[src/rtl/pipe_skid_reg_pkg.sv]
// Shared types for pipeline stage registers: the skid-buffer state encoding
// and the stage payload structs that get packed into a stage register.
package pipe_skid_reg_pkg;

    // Skid-buffer occupancy state; the encoding doubles as the beat count.
    typedef enum logic [1:0] {
        EMPTY = 2'd0,
        ONE   = 2'd1,
        FULL  = 2'd2
    } skid_state_t;

    // Memory -> writeback stage payload.
    typedef struct packed {
        logic [31:0] result;
        logic [4:0]  rd;
        logic        wb_en;
        logic [25:0] pc_lo;
    } memory_data_t;

    // Writeback -> retire payload.
    typedef struct packed {
        logic [31:0] result;
        logic [4:0]  rd;
        logic        wb_en;
    } writeback_data_t;

    // Instantiating code sets WIDTH from these so the register always
    // matches the struct it carries.
    function automatic int memory_data_bits();
        return $bits(memory_data_t);
    endfunction

    function automatic int writeback_data_bits();
        return $bits(writeback_data_t);
    endfunction

endpackage

[src/rtl/pipe_skid_reg_sat_counter.sv]
// Saturating up-counter used for performance monitoring; sticks at all-ones.
module sat_counter #(
    parameter int CNT_WIDTH = 32
) (
    input  logic                 clk,
    input  logic                 reset,
    input  logic                 inc,
    output logic [CNT_WIDTH-1:0] count
);

    logic [CNT_WIDTH-1:0] count_q;

    // Count qualifying cycles; hold at all-ones instead of wrapping.
    always_ff @(posedge clk or posedge reset) begin
        if (reset) begin
            count_q <= '0;
        end else if (inc && (count_q != '1)) begin
            count_q <= count_q + CNT_WIDTH'(1);
        end
    end

    assign count = count_q;

endmodule

[src/rtl/pipe_skid_reg.sv]
// Two-entry skid register between pipeline stages. Outputs decode from the
// state register only, so in_ready never depends on out_ready in the same
// cycle. out_data always comes from the main register; the skid register
// catches the beat accepted while downstream was stalling.
module pipe_skid_reg
    import pipe_skid_reg_pkg::*;
#(
    parameter int WIDTH        = 64,
    parameter int CNT_WIDTH    = 32,
    parameter bit CLEAR_ON_POP = 1'b1
) (
    input  logic                 clk,
    input  logic                 reset,
    input  logic                 flush,
    input  logic                 in_valid,
    input  logic [WIDTH-1:0]     in_data,
    output logic                 in_ready,
    output logic                 out_valid,
    output logic [WIDTH-1:0]     out_data,
    input  logic                 out_ready,
    output logic [1:0]           occupancy,
    output logic [CNT_WIDTH-1:0] stall_cnt
);

    skid_state_t      state_q, state_d;
    logic [WIDTH-1:0] main_q, main_d;
    logic [WIDTH-1:0] skid_q, skid_d;
    logic             in_fire, out_fire;

    // Handshake outputs are pure functions of the state register.
    always_comb begin
        in_ready  = (state_q != FULL);
        out_valid = (state_q != EMPTY);
        unique case (state_q)
            ONE:     occupancy = 2'd1;
            FULL:    occupancy = 2'd2;
            default: occupancy = 2'd0;
        endcase
    end

    assign in_fire  = in_valid & in_ready;
    assign out_fire = out_valid & out_ready;
    assign out_data = main_q;

    // Next state and data moves; flush overrides every handshake.
    always_comb begin
        state_d = state_q;
        main_d  = main_q;
        skid_d  = skid_q;
        if (flush) begin
            state_d = EMPTY;
            if (CLEAR_ON_POP) begin
                main_d = '0;
                skid_d = '0;
            end
        end else begin
            unique case (state_q)
                EMPTY: begin
                    if (in_fire) begin
                        state_d = ONE;
                        main_d  = in_data;
                    end
                end
                ONE: begin
                    if (in_fire && out_fire) begin
                        main_d = in_data;
                    end else if (in_fire) begin
                        state_d = FULL;
                        skid_d  = in_data;
                    end else if (out_fire) begin
                        state_d = EMPTY;
                        if (CLEAR_ON_POP) main_d = '0;
                    end
                end
                FULL: begin
                    // in_ready is low here, so only a pop can happen.
                    if (out_fire) begin
                        state_d = ONE;
                        main_d  = skid_q;
                        if (CLEAR_ON_POP) skid_d = '0;
                    end
                end
                default: state_d = EMPTY;
            endcase
        end
    end

    // State and data registers; reset drops any held beats immediately.
    always_ff @(posedge clk or posedge reset) begin
        if (reset) begin
            state_q <= EMPTY;
            main_q  <= '0;
            skid_q  <= '0;
        end else begin
            state_q <= state_d;
            main_q  <= main_d;
            skid_q  <= skid_d;
        end
    end

    sat_counter #(
        .CNT_WIDTH(CNT_WIDTH)
    ) u_stall_cnt (
        .clk  (clk),
        .reset(reset),
        .inc  (out_valid & ~out_ready),
        .count(stall_cnt)
    );

endmodule
[config.mk]
export PLATFORM = sky130hd
export DESIGN_NAME = pipe_skid_reg
export DESIGN_NICKNAME = d
export VERILOG_FILES = /design/src/rtl/pipe_skid_reg_pkg.sv /design/src/rtl/pipe_skid_reg_sat_counter.sv /design/src/rtl/pipe_skid_reg.sv
export SDC_FILE = /design/constraint.sdc
export NUM_CORES = 1
export LEC_CHECK = 0
export CAP_MARGIN = 20
export CELL_PAD_IN_SITES_DETAIL_PLACEMENT = 0
export CELL_PAD_IN_SITES_GLOBAL_PLACEMENT = 1
export CORE_ASPECT_RATIO = 1.5
export CORE_UTILIZATION = 35
export CTS_CLUSTER_DIAMETER = 60
export DETAILED_ROUTE_END_ITERATION = 8
export HOLD_SLACK_MARGIN = 0.05
export PLACE_DENSITY = 0.81
export REMOVE_ABC_BUFFERS = 1
export SLEW_MARGIN = 20
export SYNTH_ARGS = -nofsm -noshare
export SYNTH_HDL_FRONTEND = slang
export SYNTH_SLANG_ARGS = --single-unit
export TNS_END_PERCENT = 30
[constraint.sdc]
create_clock -name clk -period 6.6 [get_ports clk]
set_input_delay 1.65 -clock clk [delete_from_list [all_inputs] [get_ports clk]]
set_output_delay 1.65 -clock clk [all_outputs]
set_load 0.05 [all_outputs]
==> reports/metrics.sh <==
OUTCOME='finished, final reports clean'
AVERAGE_WIRE_LENGTH_PER_CELL_AFTER_DETAIL_ROUTING_UM=16.2
CRITICAL_PATH.STARTPOINT_TYPE='register'
DIE_WIDTH_UM=119
GRT_REMAINING_OVERFLOW=0
FILLERINSTANCES=1874
TIMING.HOLD.WORST.START='skid_q[49]'
POWER_PER_CELL_AREA_nW_PER_UM2=412
CTSHOLDBUFFERS=0
YOSYSWARNINGCOUNT=0
FINAL_NETS=972
CRIT_TYPE='register to primary output'
RSZ0062_AT_GRT='false'
CTS_SETUP_BUFFERS=0
SYNTH_ASYNC_SR_FLOP_SHARE_PCT=100
ROUTE.VIAS.TOTAL=5899
NETLIST_TOP_CELLS_AREA='dfrtp_1, nand2_1, o21ai_0'
WORST_IR_DROP_VDD_uV=183
POST_LAYOUT_NONFILLER_INSTANCES=1170
CRIT_FANOUT=7
LAYOUT_MIN_CYCLE_TIME_PS=3870
SEQCELLAREA_UM2=4050
NETLIST.TOP_CELL.BY_AREA='dfrtp_1'
DR.PASS1.ITERS=6
CLOCK_TREE.BUFFER_DEPTH=2
WORST-SLEW-PIN-TRANSITION_PS=978
CTS_TREE='built'
DPL_WIRE_LENGTH_MM=12.0
AVGVIACOUNTPERCELL=5.04
HOLD_PATH.CLASS='register to register'
TOP_LEVEL_PORTS=169
MAX_CAP_VIOL=0
ANT_NETS=0
SYNTH_TOP_CELL_AREA_SHARE_PCT=56.3
MULTIINPUTGATEAREA_UM2=2920
FIN_CRIT_SH_PCT=58.7
CRIT_PATH_END_KIND='primary output'
PATH_CLK_SLEW_PS=60
DRT_FIRST_ITER_VIOLATIONS=357
MAX_FREQ_MHz=258
IO_BUFFERS=168
SETUP_SKEW_PS=12.3
SYNTH_SEQ_AREA_SHARE_PCT=56.3
SETUP_VIOL=0
NETLIST_AREA_UM2=7200
SYNTH-MAIN-FF-CELL='dfrtp_1'
DRIVE_ABOVE_1_SHARE_PCT=6.70
DIE-HEIGHT_UM=178
REMAINING_DRC_ERRORS=0
START_UTIL_PCT=36.1
WORSTSKEWPAIRLATENCY_PS=430
WORST_SLEW_MARGIN_REL_PCT=34.7
POSTSYNTHAREAPERCELL_UM2=9.54
PLACEMENT_ROWS=63
GRT_PASS1_WL_MM=31.7
GLOBAL_ROUTE.USAGE.TOTAL_PCT=19.1
GRT_ANTENNA_BEFORE_REPAIR=0
CRITICAL_PATH_ARRIVAL_PS=2220
FP.DIEAREA_UM2=21200
CLOCK_TREE.ROOT_CELL='clkbuf_16'
CRITPATHLAUNCH='state_q[0]'
GRT_MAX_DEGREE=86
PLACEABLECOREAREA_UM2=19900
SYNTH-EDFF-COUNT=0
NETLIST-CELL-TYPE-COUNT=39
CTS_RESIZED=0
POST_SYNTH_INST_COUNT=754
DP_CELLS=1138
CTS_NUM_SINKS=162
GP_CONGESTION=0.872
TIMING_MAX_TRANSITION_VIOLATIONS_FINAL=0
RRSETUPSLACK_PS=3700
TNS_PS=0
REGTOREGSTARTPOINT='state_q[0]'
SYNTH.CELLS.MOST_FREQUENT='nand2_1, dfrtp_1, o21ai_0'
CTS_MADE_BUFFERS=17
SYNTH.FF_LATCH_COUNT=162
FIRST_GLOBAL_VIAS=5833
CP_DATA_REQUIRED_TIME_PS=4950
HTREE_LEVELS=4
FINALHOLDVIOLCOUNT=0
SYN2LAYOUT_AREA_GROWTH_PCT=34.7
SYNTHMOSTINSTANTIATEDCELL='nand2_1'
TOTAL_LEAKAGE_POWER_nW=4.10
ANTENNADIODECOUNT=0
WIRELENGTH_MM=18.9
==> layout by cell type (no fill, tap or decap), types with 2 or more instances in the layout <==
cell,count
and3_1,8
a21oi_1,2
xor2_1,3
dfrtp_1,162
nand3_1,9
bufinv_16,3
nand2_1,204
and4_1,6
o21ai_0,130
inv_1,6
mux2i_1,2
nor3_1,4
nand4_2,2
and2_1,4
xnor2_1,27
clkbuf_16,17
inv_6,5
a22oi_1,65
nand4_1,15
ha_1,6
nand3_2,9
clkinvlp_4,5
clkdlybuf4s50_1,168
buf_4,10
nor2_1,16
==> metal layers <==
layer  track usage (%)  routed length [um]
met5                 0                   0
met1              24.3                8300
met2              32.6                9540
met4              5.80                 211
met3              3.92                 881
==> report_power, final <==
part / internal [W] / switching, W / leakage [nW]
clock network: 0.000602 / 0.000424 / 0.282
logic: 0.000490 / 0.00108 / 1.67
registers: 0.00124 / 0.000161 / 2.15
total: 0.00233 / 0.00166 / 4.10
==> sequential cells by signal, indices dropped and copies added (netlist names) <==
signal             cells
u_stall_cnt.count     32
state_q                2
skid_q                64
out_data              64
==> through the flow <==
stage | power [W] | instance area, um2 | utilization, % | hold WS (ps) | setup WS, ps
2_1_floorplan | 0.00240 | 6950 | - | 450 | 55.6
3_3_place_gp | 0.00298 | 9080 | 45.5 | 460 | 2460
3_5_place_dp | 0.00299 | 9080 | 45.5 | 471 | 2400
4_1_cts | 0.00404 | 9690 | 48.6 | 485 | 2700
5_1_grt | 0.00421 | 9690 | 48.6 | 499 | 2570
6_report | 0.00399 | 9690 | 48.6 | 478 | 2730
==> final cells by class <==
class	instances	area share, %
sequential	162	41.8
multi-input combinational	531	30.1
timing repair buffer	178	18.1
clock buffer	18	4.43
tap	260	3.36
clock inverter	14	1.85
inverter	7	0.323
==> worst max-delay path, stage by stage (launching register included) <==
cell             delay [ps]
dfrtp_1                 400
inv_1                   100
ha_1                    320
inv_1                   160
clkdlybuf4s50_1         830
==> worst paths after layout <==
| kind | end | cells after the start |
|---|---|---|
| setup / recovery | in_ready | 4 |
| hold / removal | skid_q[49] | 2 |
| setup reg to reg | skid_q[10] | 8 |
| hold reg to reg | skid_q[49] | 2 |
| max in group asynchronous | out_data[3] | 3 |
| min in group asynchronous | out_data[46] | 2 |
==> kinds of logic after synthesis <==
kind of cell | Yosys count | synth area share [%]
AO/OA/AOI/OAI | 203 | 16.6
XOR/XNOR | 30 | 3.65
adder cells (fa/ha/maj) | 6 | 1.04
buffers and inverters | 61 | 3.76
flip-flops | 162 | 56.3
multiplexers | 3 | 0.435
AND/OR/NAND/NOR | 289 | 18.2
(Power assumes the default switching activity.)
